===== config.mk =====
export PLATFORM = sky130hd
export DESIGN_NAME = conv3x3_window_mac
export DESIGN_NICKNAME = d
export VERILOG_FILES = /design/src/rtl/cnn_pkg.sv /design/src/rtl/conv_mac_unit.sv /design/src/rtl/conv3x3_window_mac.sv
export SDC_FILE = /design/constraint.sdc
export NUM_CORES = 1
export LEC_CHECK = 0
export CORE_UTILIZATION = 28
export DETAILED_ROUTE_END_ITERATION = 8
export MAX_ROUTING_LAYER = met4
export PLACE_DENSITY_LB_ADDON = 0.12
export SETUP_SLACK_MARGIN = 0.05
export SLEW_MARGIN = 25
export SYNTH_ARGS = -nofsm -noshare
export SYNTH_HDL_FRONTEND = slang
export SYNTH_HIERARCHICAL = 1
export SYNTH_SLANG_ARGS = --single-unit

===== constraint.sdc =====
create_clock -name clk -period 7.15 [get_ports clk]
set_clock_uncertainty 0.2 [all_clocks]
set_input_delay 1.0725 -clock clk [delete_from_list [all_inputs] [get_ports clk]]
set_output_delay 1.0725 -clock clk [all_outputs]
set_load 0.005 [all_outputs]

===== src/rtl/cnn_pkg.sv =====
// Shared definitions for the 3x3 convolution datapath.
//   - Image/pixel/coefficient/accumulator widths and image row pitch.
//   - FSM state type of the window MAC.
//   - win_offset(): row-major 3x3 tap offset for a given row pitch.
package cnn_pkg;

  localparam int unsigned PIX_W     = 8;
  localparam int unsigned COEF_W    = 8;
  localparam int unsigned ACC_W     = 20;
  localparam int unsigned IMG_WIDTH = 80;
  localparam int unsigned ADDR_W    = 13;
  localparam int unsigned NumTaps   = 9;

  typedef enum logic [1:0] {
    StIdle,
    StFetch,
    StDrain,
    StOut
  } state_e;

  // Tap k of a 3x3 window: row k/3, column k%3.
  function automatic int unsigned win_offset(input int unsigned k, input int unsigned width);
    return (k / 3) * width + (k % 3);
  endfunction

endpackage


===== src/rtl/conv_mac_unit.sv =====
// Registered signed x unsigned multiply-accumulate.
//   clk_i, rst_ni : clock, synchronous active-low reset
//   clr_i         : zero the accumulator (wins over en_i)
//   en_i          : add pix_i * coef_i into the accumulator
//   pix_i         : unsigned pixel
//   coef_i        : signed coefficient
//   acc_o         : registered accumulator
//   acc_next_o    : acc_o plus the current product, for a same-edge capture downstream
module conv_mac_unit #(
  parameter int unsigned PixW  = 8,
  parameter int unsigned CoefW = 8,
  parameter int unsigned AccW  = 20
) (
  input  logic                    clk_i,
  input  logic                    rst_ni,
  input  logic                    clr_i,
  input  logic                    en_i,
  input  logic        [PixW-1:0]  pix_i,
  input  logic signed [CoefW-1:0] coef_i,
  output logic signed [AccW-1:0]  acc_o,
  output logic signed [AccW-1:0]  acc_next_o
);

  localparam int unsigned ProdW = PixW + CoefW + 1;

  logic signed [ProdW-1:0] prod;
  logic signed [AccW-1:0]  acc_q, acc_d;

  always_comb begin
    // Zero-extend the pixel so it multiplies as a non-negative signed value.
    prod       = $signed({1'b0, pix_i}) * coef_i;
    acc_next_o = acc_q + {{(AccW - ProdW){prod[ProdW-1]}}, prod};
    acc_d      = acc_q;
    if (clr_i) begin
      acc_d = '0;
    end else if (en_i) begin
      acc_d = acc_next_o;
    end
  end

  always_ff @(posedge clk_i) begin
    if (!rst_ni) begin
      acc_q <= '0;
    end else begin
      acc_q <= acc_d;
    end
  end

  assign acc_o = acc_q;

endmodule


===== src/rtl/conv3x3_window_mac.sv =====
// 3x3 convolution window fetch + MAC.
// Accepts a window top-left address, reads the 9 pixels from a single-port synchronous
// memory (one read per cycle, data one cycle later), accumulates them against a latched
// signed kernel and presents the result with a valid/ready handshake.
//   clk, rst_n                   : clock, synchronous active-low reset
//   base_addr/valid/ready        : window request handshake
//   coef                         : 9 signed taps, row-major, k0 in the LSBs
//   mem_addr, mem_rd_en, mem_data: image memory read port
//   out_data/valid/ready         : result handshake
module conv3x3_window_mac #(
  parameter int unsigned WIDTH  = cnn_pkg::IMG_WIDTH,
  parameter int unsigned ADDR_W = cnn_pkg::ADDR_W,
  parameter int unsigned PIX_W  = cnn_pkg::PIX_W,
  parameter int unsigned COEF_W = cnn_pkg::COEF_W,
  parameter int unsigned ACC_W  = cnn_pkg::ACC_W
) (
  input  logic                  clk,
  input  logic                  rst_n,
  input  logic [ADDR_W-1:0]     base_addr,
  input  logic                  base_valid,
  output logic                  base_ready,
  input  logic [9*COEF_W-1:0]   coef,
  output logic [ADDR_W-1:0]     mem_addr,
  output logic                  mem_rd_en,
  input  logic [PIX_W-1:0]      mem_data,
  output logic [ACC_W-1:0]      out_data,
  output logic                  out_valid,
  input  logic                  out_ready
);

  import cnn_pkg::*;

  state_e                    state_q, state_d;
  logic        [3:0]         k_q, k_d;
  logic        [ADDR_W-1:0]  base_q, base_d;
  logic signed [COEF_W-1:0]  coef_q [NumTaps];
  logic signed [COEF_W-1:0]  coef_d [NumTaps];
  logic        [ADDR_W-1:0]  mem_addr_q, mem_addr_d;
  logic                      mem_rd_en_q, mem_rd_en_d;
  logic signed [ACC_W-1:0]   out_data_q, out_data_d;
  // Read issued last cycle and its tap index: the data arriving now belongs to it.
  logic                      acc_en_q;
  logic        [3:0]         acc_k_q;

  logic                      acc_clr;
  logic signed [COEF_W-1:0]  coef_sel;
  logic signed [ACC_W-1:0]   acc_val, acc_next;

  always_comb begin
    coef_sel = '0;
    for (int i = 0; i < int'(NumTaps); i++) begin
      if (acc_k_q == 4'(i)) begin
        coef_sel = coef_q[i];
      end
    end
  end

  conv_mac_unit #(
    .PixW  (PIX_W),
    .CoefW (COEF_W),
    .AccW  (ACC_W)
  ) u_mac (
    .clk_i      (clk),
    .rst_ni     (rst_n),
    .clr_i      (acc_clr),
    .en_i       (acc_en_q),
    .pix_i      (mem_data),
    .coef_i     (coef_sel),
    .acc_o      (acc_val),
    .acc_next_o (acc_next)
  );

  always_comb begin
    state_d     = state_q;
    k_d         = k_q;
    base_d      = base_q;
    coef_d      = coef_q;
    mem_addr_d  = mem_addr_q;
    mem_rd_en_d = 1'b0;
    out_data_d  = out_data_q;
    acc_clr     = 1'b0;
    unique case (state_q)
      StIdle: begin
        if (base_valid) begin
          base_d = base_addr;
          for (int i = 0; i < int'(NumTaps); i++) begin
            coef_d[i] = coef[i*COEF_W +: COEF_W];
          end
          acc_clr     = 1'b1;
          k_d         = 4'd0;
          mem_addr_d  = base_addr;
          mem_rd_en_d = 1'b1;
          state_d     = StFetch;
        end
      end
      StFetch: begin
        if (k_q == 4'd8) begin
          state_d = StDrain;
        end else begin
          k_d         = k_q + 4'd1;
          mem_addr_d  = base_q + ADDR_W'(win_offset(int'(k_q) + 1, WIDTH));
          mem_rd_en_d = 1'b1;
        end
      end
      StDrain: begin
        // Tap 8 data is on mem_data now; capture the sum including it.
        out_data_d = acc_next;
        state_d    = StOut;
      end
      StOut: begin
        if (out_ready) begin
          state_d = StIdle;
        end
      end
      default: state_d = StIdle;
    endcase
  end

  always_ff @(posedge clk) begin
    if (!rst_n) begin
      state_q     <= StIdle;
      k_q         <= '0;
      base_q      <= '0;
      for (int i = 0; i < int'(NumTaps); i++) begin
        coef_q[i] <= '0;
      end
      mem_addr_q  <= '0;
      mem_rd_en_q <= 1'b0;
      out_data_q  <= '0;
      acc_en_q    <= 1'b0;
      acc_k_q     <= '0;
    end else begin
      state_q     <= state_d;
      k_q         <= k_d;
      base_q      <= base_d;
      coef_q      <= coef_d;
      mem_addr_q  <= mem_addr_d;
      mem_rd_en_q <= mem_rd_en_d;
      out_data_q  <= out_data_d;
      acc_en_q    <= mem_rd_en_q;
      acc_k_q     <= k_q;
    end
  end

  assign base_ready = (state_q == StIdle);
  assign out_valid  = (state_q == StOut);
  assign out_data   = out_data_q;
  assign mem_addr   = mem_addr_q;
  assign mem_rd_en  = mem_rd_en_q;

  // Accumulator value is only observed through acc_next; keep it visible for debug.
  logic unused_acc;
  assign unused_acc = ^acc_val;

endmodule


# After elaboration in Yosys (flattened, before gate mapping)
# Cells that the tools add are included.
[totals]
register_bits = 150
inputBits = 97
out_inout_bits = 36
wordCells = 74
[op_classes]
n_addsub = 5
n_mul = 2
n_div = 2
n_eq_ne = 16
muxes = 23
bitwise_logic = 1
n_reduce_logical = 7
[op_table]
columns = ["operator", "count"]
rows = [
  ["two-way mux 8 bit", 9],
  ["divider 32 x 2 -> 32 bit (second input constant)", 1],
  ["modulo 32 x 2 -> 32 bit (second input constant)", 1],
  ["multiplier 32 x 3 -> 9 bit (second input constant)", 1],
  ["adder 13 bit", 2],
  ["two-way mux 13 bit", 2],
  ["one-hot mux 13 bit (2 select lines)", 1],
  ["adder 20 bit", 1],
  ["multiplier 9 x 8 -> 17 bit", 1],
  ["equality test 4 x 3 -> 1 bit (second input constant)", 4],
  ["equality test 4 x 2 -> 1 bit (second input constant)", 2],
  ["equality test 4 bit (second input constant)", 2],
  ["two-way mux 4 bit", 2],
  ["one-hot mux 2 bit (4 select lines)", 1],
  ["one-hot mux 4 bit (2 select lines)", 1],
  ["two-way mux 2 bit", 3],
  ["inequality test 2 bit (second input constant)", 3],
  ["AND reduction 3 bit", 2],
  ["adder 4 x 1 -> 5 bit (second input constant)", 1],
  ["adder 4 x 1 -> 4 bit (second input constant)", 1],
  ["equality test 2 bit (second input constant)", 2],
  ["equality test 4 x 1 -> 1 bit (second input constant)", 1],
  ["logical NOT 4 bit", 1],
  ["two-way mux 1 bit", 3],
  ["other kinds (8)", 8],
]

# Depth between registers and ports, before layout
# Gate-level depths: netlist of run 1.
[depth]
depth_word = 12
mapped_depth = 35
ltp_nobuf = 34

# Hierarchy
# Netlist of run 1, hierarchy kept.
[modules_own_cells]
columns = ["mod", "n_inst", "cells_each", "area_per_inst_um2", "seq_area_each_um2"]
rows = [
  ["conv3x3_window_mac", 1, 869, 7279.5, 2602.5],
  ["conv_mac_unit", 1, 461, 3897.5, 400.4],
]

# Worst setup path before layout of run 1
# Ideal clock, no wire load.
[synth_timing]
kind = "register to register"
start = "register acc_k_q[0]"
end = "register out_data_q[19], in the netlist out_data[19]"
setup_ns = 0.065
arrival_time_ns = 7.362
t_required_ns = 6.885
path_slack_ns = -0.477
path_stages_with_launch = 29
n_path_buf = 3
synth_period_minus_slack_ns = 7.627
cell_sequence = "dfxtp_1 > clkbuf_1 > clkbuf_1 > clkbuf_1 > a21oi_1 > o21ai_0 > inv_1 > nor2_1 > fa_1 > fa_1 > fa_1 > inv_1 > fa_1 > inv_1 > ha_1 > o211a_1 > o21ai_1 > a31oi_1 > a211o_1 > a2111oi_2 > ha_1 > a21o_1 > a311oi_1 > a32o_1 > a31o_2 > xnor2_1 > xnor2_1 > mux2i_1 > nor2b_1"
[synth_between]
elab_chain_cells = 12
word_cells_on_any_way = 20
cone_classes = "add/sub: 1; mul: 1; eq/ne: 8; mux: 9; reduce/logical: 1"
[synth_rtl]
columns = ["item", "line", "rtl"]
rows = [
  ["start: declaration", "conv3x3_window_mac.sv:43", "logic [3:0] acc_k_q;"],
  ["start signal: assignment", "conv3x3_window_mac.sv:141", "acc_k_q <= k_q;"],
  ["logical NOT 4 bit", "conv3x3_window_mac.sv:52", "if (acc_k_q == 4'(i)) begin"],
  ["two-way mux 8 bit (8 in series)", "conv3x3_window_mac.sv:52", ""],
  ["two-way mux 8 bit (*)", "conv3x3_window_mac.sv:52", ""],
  ["named net coef_sel[7]", "conv3x3_window_mac.sv:46", "logic signed [COEF_W-1:0] coef_sel;"],
  ["multiplier 9 x 8 -> 17 bit (*)", "conv_mac_unit.sv:31", "prod = $signed({1'b0, pix_i}) * coef_i;"],
  ["adder 20 bit (*)", "conv_mac_unit.sv:32", "acc_next_o = acc_q + {{(AccW - ProdW){prod[ProdW-1]}}, prod};"],
  ["named net acc_next[19]", "conv3x3_window_mac.sv:47", "logic signed [ACC_W-1:0] acc_val, acc_next;"],
  ["end signal: assignment", "conv3x3_window_mac.sv:139", "out_data_q <= out_data_d;"],
  ["end: declaration", "conv3x3_window_mac.sv:40", "logic signed [ACC_W-1:0] out_data_q, out_data_d;"],
]
# Mark *: on every way through the listed nets, which the timed path passes. The rest lies on a longest branch.
# A chain may end at the register's enable or synchronous reset.

# Worst setup path after layout of run 1
# Ends and elaborated chain as after synthesis.

==> impl_metrics.toml, run 1 <==
[status]
status = "finished clean"

[logic_synthesis]
synth_most_common_cell = "nand2_1"
synth_edf_count = 0
ys_async_sr_fraction_pct = 0
yosys.area.top_type = "dfxtp_1"
ys_top_cells_by_count = "225 x nand2_1, 150 x dfxtp_1, 106 x inv_1"
syn_avg_cell_area_sq_um = 8.404
synth.distinct_cells = 86
synth_area_sq_mm = 0.01118
syn-num-nets = 1568
synthTopCellsByArea = "dfxtp_1 27%, ha_1 11%, fa_1 8.4%, nand2_1 7.6%, a21boi_0 6.0%"
ys_ff_latch = 150
synth.top_cell.area_share_pct = 26.87
synth_ff_type = "dfxtp_1"
synthCells = 1330
ys_seq_area_share_pct = 26.87
ys_warn_count = 6

[route]
vias = 9764
dr.pass1.iters = 5
ant_nets = 0
route.detailed.drc = 0
wl_per_cell_um = 15.32
viasPerCell = 4.656
routed_wl_mm = 32.13
drt_iter0_markers = 337

[clock_tree]
cts_made_buffers = 17
worstSkewPairLatency_ns = 0.46
ctsHtreeMaxLevel = 4
hold_buffers = 0
path_clk_slew_ns = 0.07
cts_tree = "yes"
cts_max_path_buffers = 2
cts_sinks = 150
cts_root_buf = "clkbuf_16"

[global_routing]
gr-usage-all-layers_pct = 16.57
grt_pass1_vias = 9911
grt.overflow.total = 0
grt_pass1_wl_mm = 51.79
grt_max_degree = 92
antenna_found_initial = 1

[die]
die_h_um = 201.8
core-area_sq_mm = 0.03901
die_area_sq_mm = 0.04072
io_pins = 133
die_width_um = 201.8
initial_core_util_pct = 28.65
rows = 72

[place]
gp_congestion = 0.8553
port_buffers = 132
dp_hpwl_mm = 24.45
dpl_cell_area_sq_mm = 0.01384

[critical_path]
cp.arrival_ns = 7.20
critPathMaxFanout = 6
cpPeakStageDelay_ns = 0.50
crit_end = "out_data[19]"
r2r_cells = 32
cp.required_ns = 7.34
ff2ff_setup_slack_ns = 0.14
slowest_stage = "fa_1"
cp-start-kind = "flip-flop"
reg2reg_to = "out_data[19]"
end_kind = "flip-flop"
r2r_start = "acc_k_q[0]"
cp-startpoint = "acc_k_q[0]"
critical_path_class = "flip-flop to flip-flop"

[cells_and_area]
layout.nets = 1803
final_core_util_pct = 39.68
areaGrowthSynthToFinish_pct = 38.50
layout-drive-gt1-share_pct = 21.93
stdcell_area_sq_mm = 0.01548

[sta]
tns_ns = 0
rsz0062_at_grt = "yes"
maxSlewViolCount = 0
period_needed_ns = 7.010
hold_viol_final = 0
relSlewSlack_pct = 35.43
tightest_slew_ns = 0.9685
finalCritPeriodShare_pct = 98.04
max_freq_mhz = 142.7
setup_viol = 0

[power]
max-vdd-ir-drop_mv = 0.1414
power.density_mw_per_mm2 = 269.0
p_leak_nw = 6.531
fin_total_pwr_w = 0.004164

[run]
cap_violations = 0

[worst_hold_path]
hp-class = "flip-flop to flip-flop"
logic make-up (layout without fill, tap and decap cells):
logic type / count (synthesis) / after routing / synth area share [%]
AO/OA/AOI/OAI: 305 / 305 / 19.95
flip-flops: 150 / 150 / 26.87
other: 0 / 1 / 0
adder cells (fa/ha/maj): 141 / 141 / 18.94
XOR/XNOR: 44 / 44 / 3.448
multiplexers: 57 / 57 / 5.194
buffers and inverters: 180 / 428 / 6.358
AND/OR/NAND/NOR: 453 / 453 / 19.24
cells in the final DEF (no fill, tap or decap), drive strengths merged, types with 9 or more instances in the layout:
| cell | netlist | layout |
|---|---|---|
| mux2i | 49 | 49 |
| nor2b | 34 | 34 |
| a21boi | 90 | 90 |
| o21a | 9 | 9 |
| buf | 18 | 155 |
| nand2 | 227 | 227 |
| nor2 | 56 | 56 |
| o21ai | 40 | 40 |
| ha | 94 | 94 |
| and2 | 51 | 51 |
| dfxtp | 150 | 150 |
| xnor2 | 30 | 30 |
| nand2b | 10 | 10 |
| a22oi | 9 | 9 |
| inv | 108 | 114 |
| clkbuf | 52 | 17 |
| o32ai | 9 | 9 |
| a31oi | 15 | 15 |
| fa | 47 | 47 |
| nor3 | 18 | 18 |
| xor2 | 14 | 14 |
| clkdlybuf4s50 | 0 | 131 |
| a21oi | 61 | 61 |
| a211oi | 10 | 10 |
| nand3 | 23 | 23 |
worst min path at each step:
| stage | from | to | slack, ns | depth (start not counted) |
|---|---|---|---|---|
| finish | base_q[7] | base_q[7] | 0.26 | 2 |
| global route | coef_q[33] | coef_q[33] | 0.29 | 2 |
| CTS | coef_q[55] | coef_q[55] | 0.27 | 2 |
| detailed placement | coef_q[55] | coef_q[55] | 0.26 | 2 |
| global placement | coef_q[11] | coef_q[11] | 0.25 | 2 |
| floorplan | coef_q[23] | coef_q[23] | 0.24 | 2 |
registers in the layout, indices dropped and copies added (netlist names):
register,flops
state_q,2
mem_addr,13
u_mac/acc_o,20
base_q,13
coef_q,72
k_q,4
mem_rd_en,1
acc_k_q,4
acc_en_q,1
out_data,20
critical path: cells and delay by family (launching register included):
kind / cells / cell delay (ns)
flip-flops: 1 / 0.40
XOR/XNOR: 2 / 0.27
multiplexers: 1 / 0.10
adder cells (fa/ha/maj): 7 / 2.32
AND/OR/NAND/NOR: 3 / 0.34
buffers and inverters: 6 / 0.45
AO/OA/AOI/OAI: 13 / 2.84
routing by layer:
layer	routed length, um	vias up	GRT usage, %
met2	16210	86	27.98
met1	14740	4644	20.05
met3	643	31	2.789
met5	0	-	-
li1	-	5003	-
met4	539	0	5.087
where the power goes:
part,switching (W),leakage [nW],internal (W),total [W]
logic,0.00119,5.04,0.000998,0.00219
registers,0.0000934,1.23,0.000990,0.00108
clock network,0.000403,0.267,0.000486,0.000889
per-stage QoR:
| step | hold WS (ns) | std cells | worst slack, ns |
|---|---|---|---|
| 2_1_floorplan | 0.2387 | 1330 | 0.05958 |
| 3_3_place_gp | 0.2520 | 2031 | -0.3145 |
| 3_5_place_dp | 0.2572 | 2031 | -0.4116 |
| 4_1_cts | 0.2666 | 2072 | 0.05434 |
| 5_1_grt | 0.2856 | 2097 | -0.2524 |
| 6_report | 0.2640 | 2097 | 0.1399 |
what timing repair did:
action	in CTS	in global routing
setup endpoints to repair	12	19
pin swaps	37	62
buffers inserted	8	24
gates resized for setup	70	107
cloned	1	0
layout make-up:
class                      count  area, sq um
clock buffer                  17        425.4
inverter                     110        421.7
tap                          518        648.1
multi-input combinational   1000         8239
timing repair buffer         286         2587
clock inverter                15        143.9
antenna                        1        2.502
fill                        3991        23530
sequential                   150         3012
Note: power is estimated with default switching activity, not from simulation.
==> run 2, diff against run 1 <==
--- a/config.mk
+++ b/config.mk
@@ -6,6 +6,7 @@
 export NUM_CORES = 1
 export LEC_CHECK = 0
 export CORE_UTILIZATION = 28
+export CTS_CLUSTER_DIAMETER = 100
 export DETAILED_ROUTE_END_ITERATION = 8
 export MAX_ROUTING_LAYER = met4
 export PLACE_DENSITY_LB_ADDON = 0.12
==> results of run 2 <==
Final layout, timing and power as in run 1 (identical DEF).
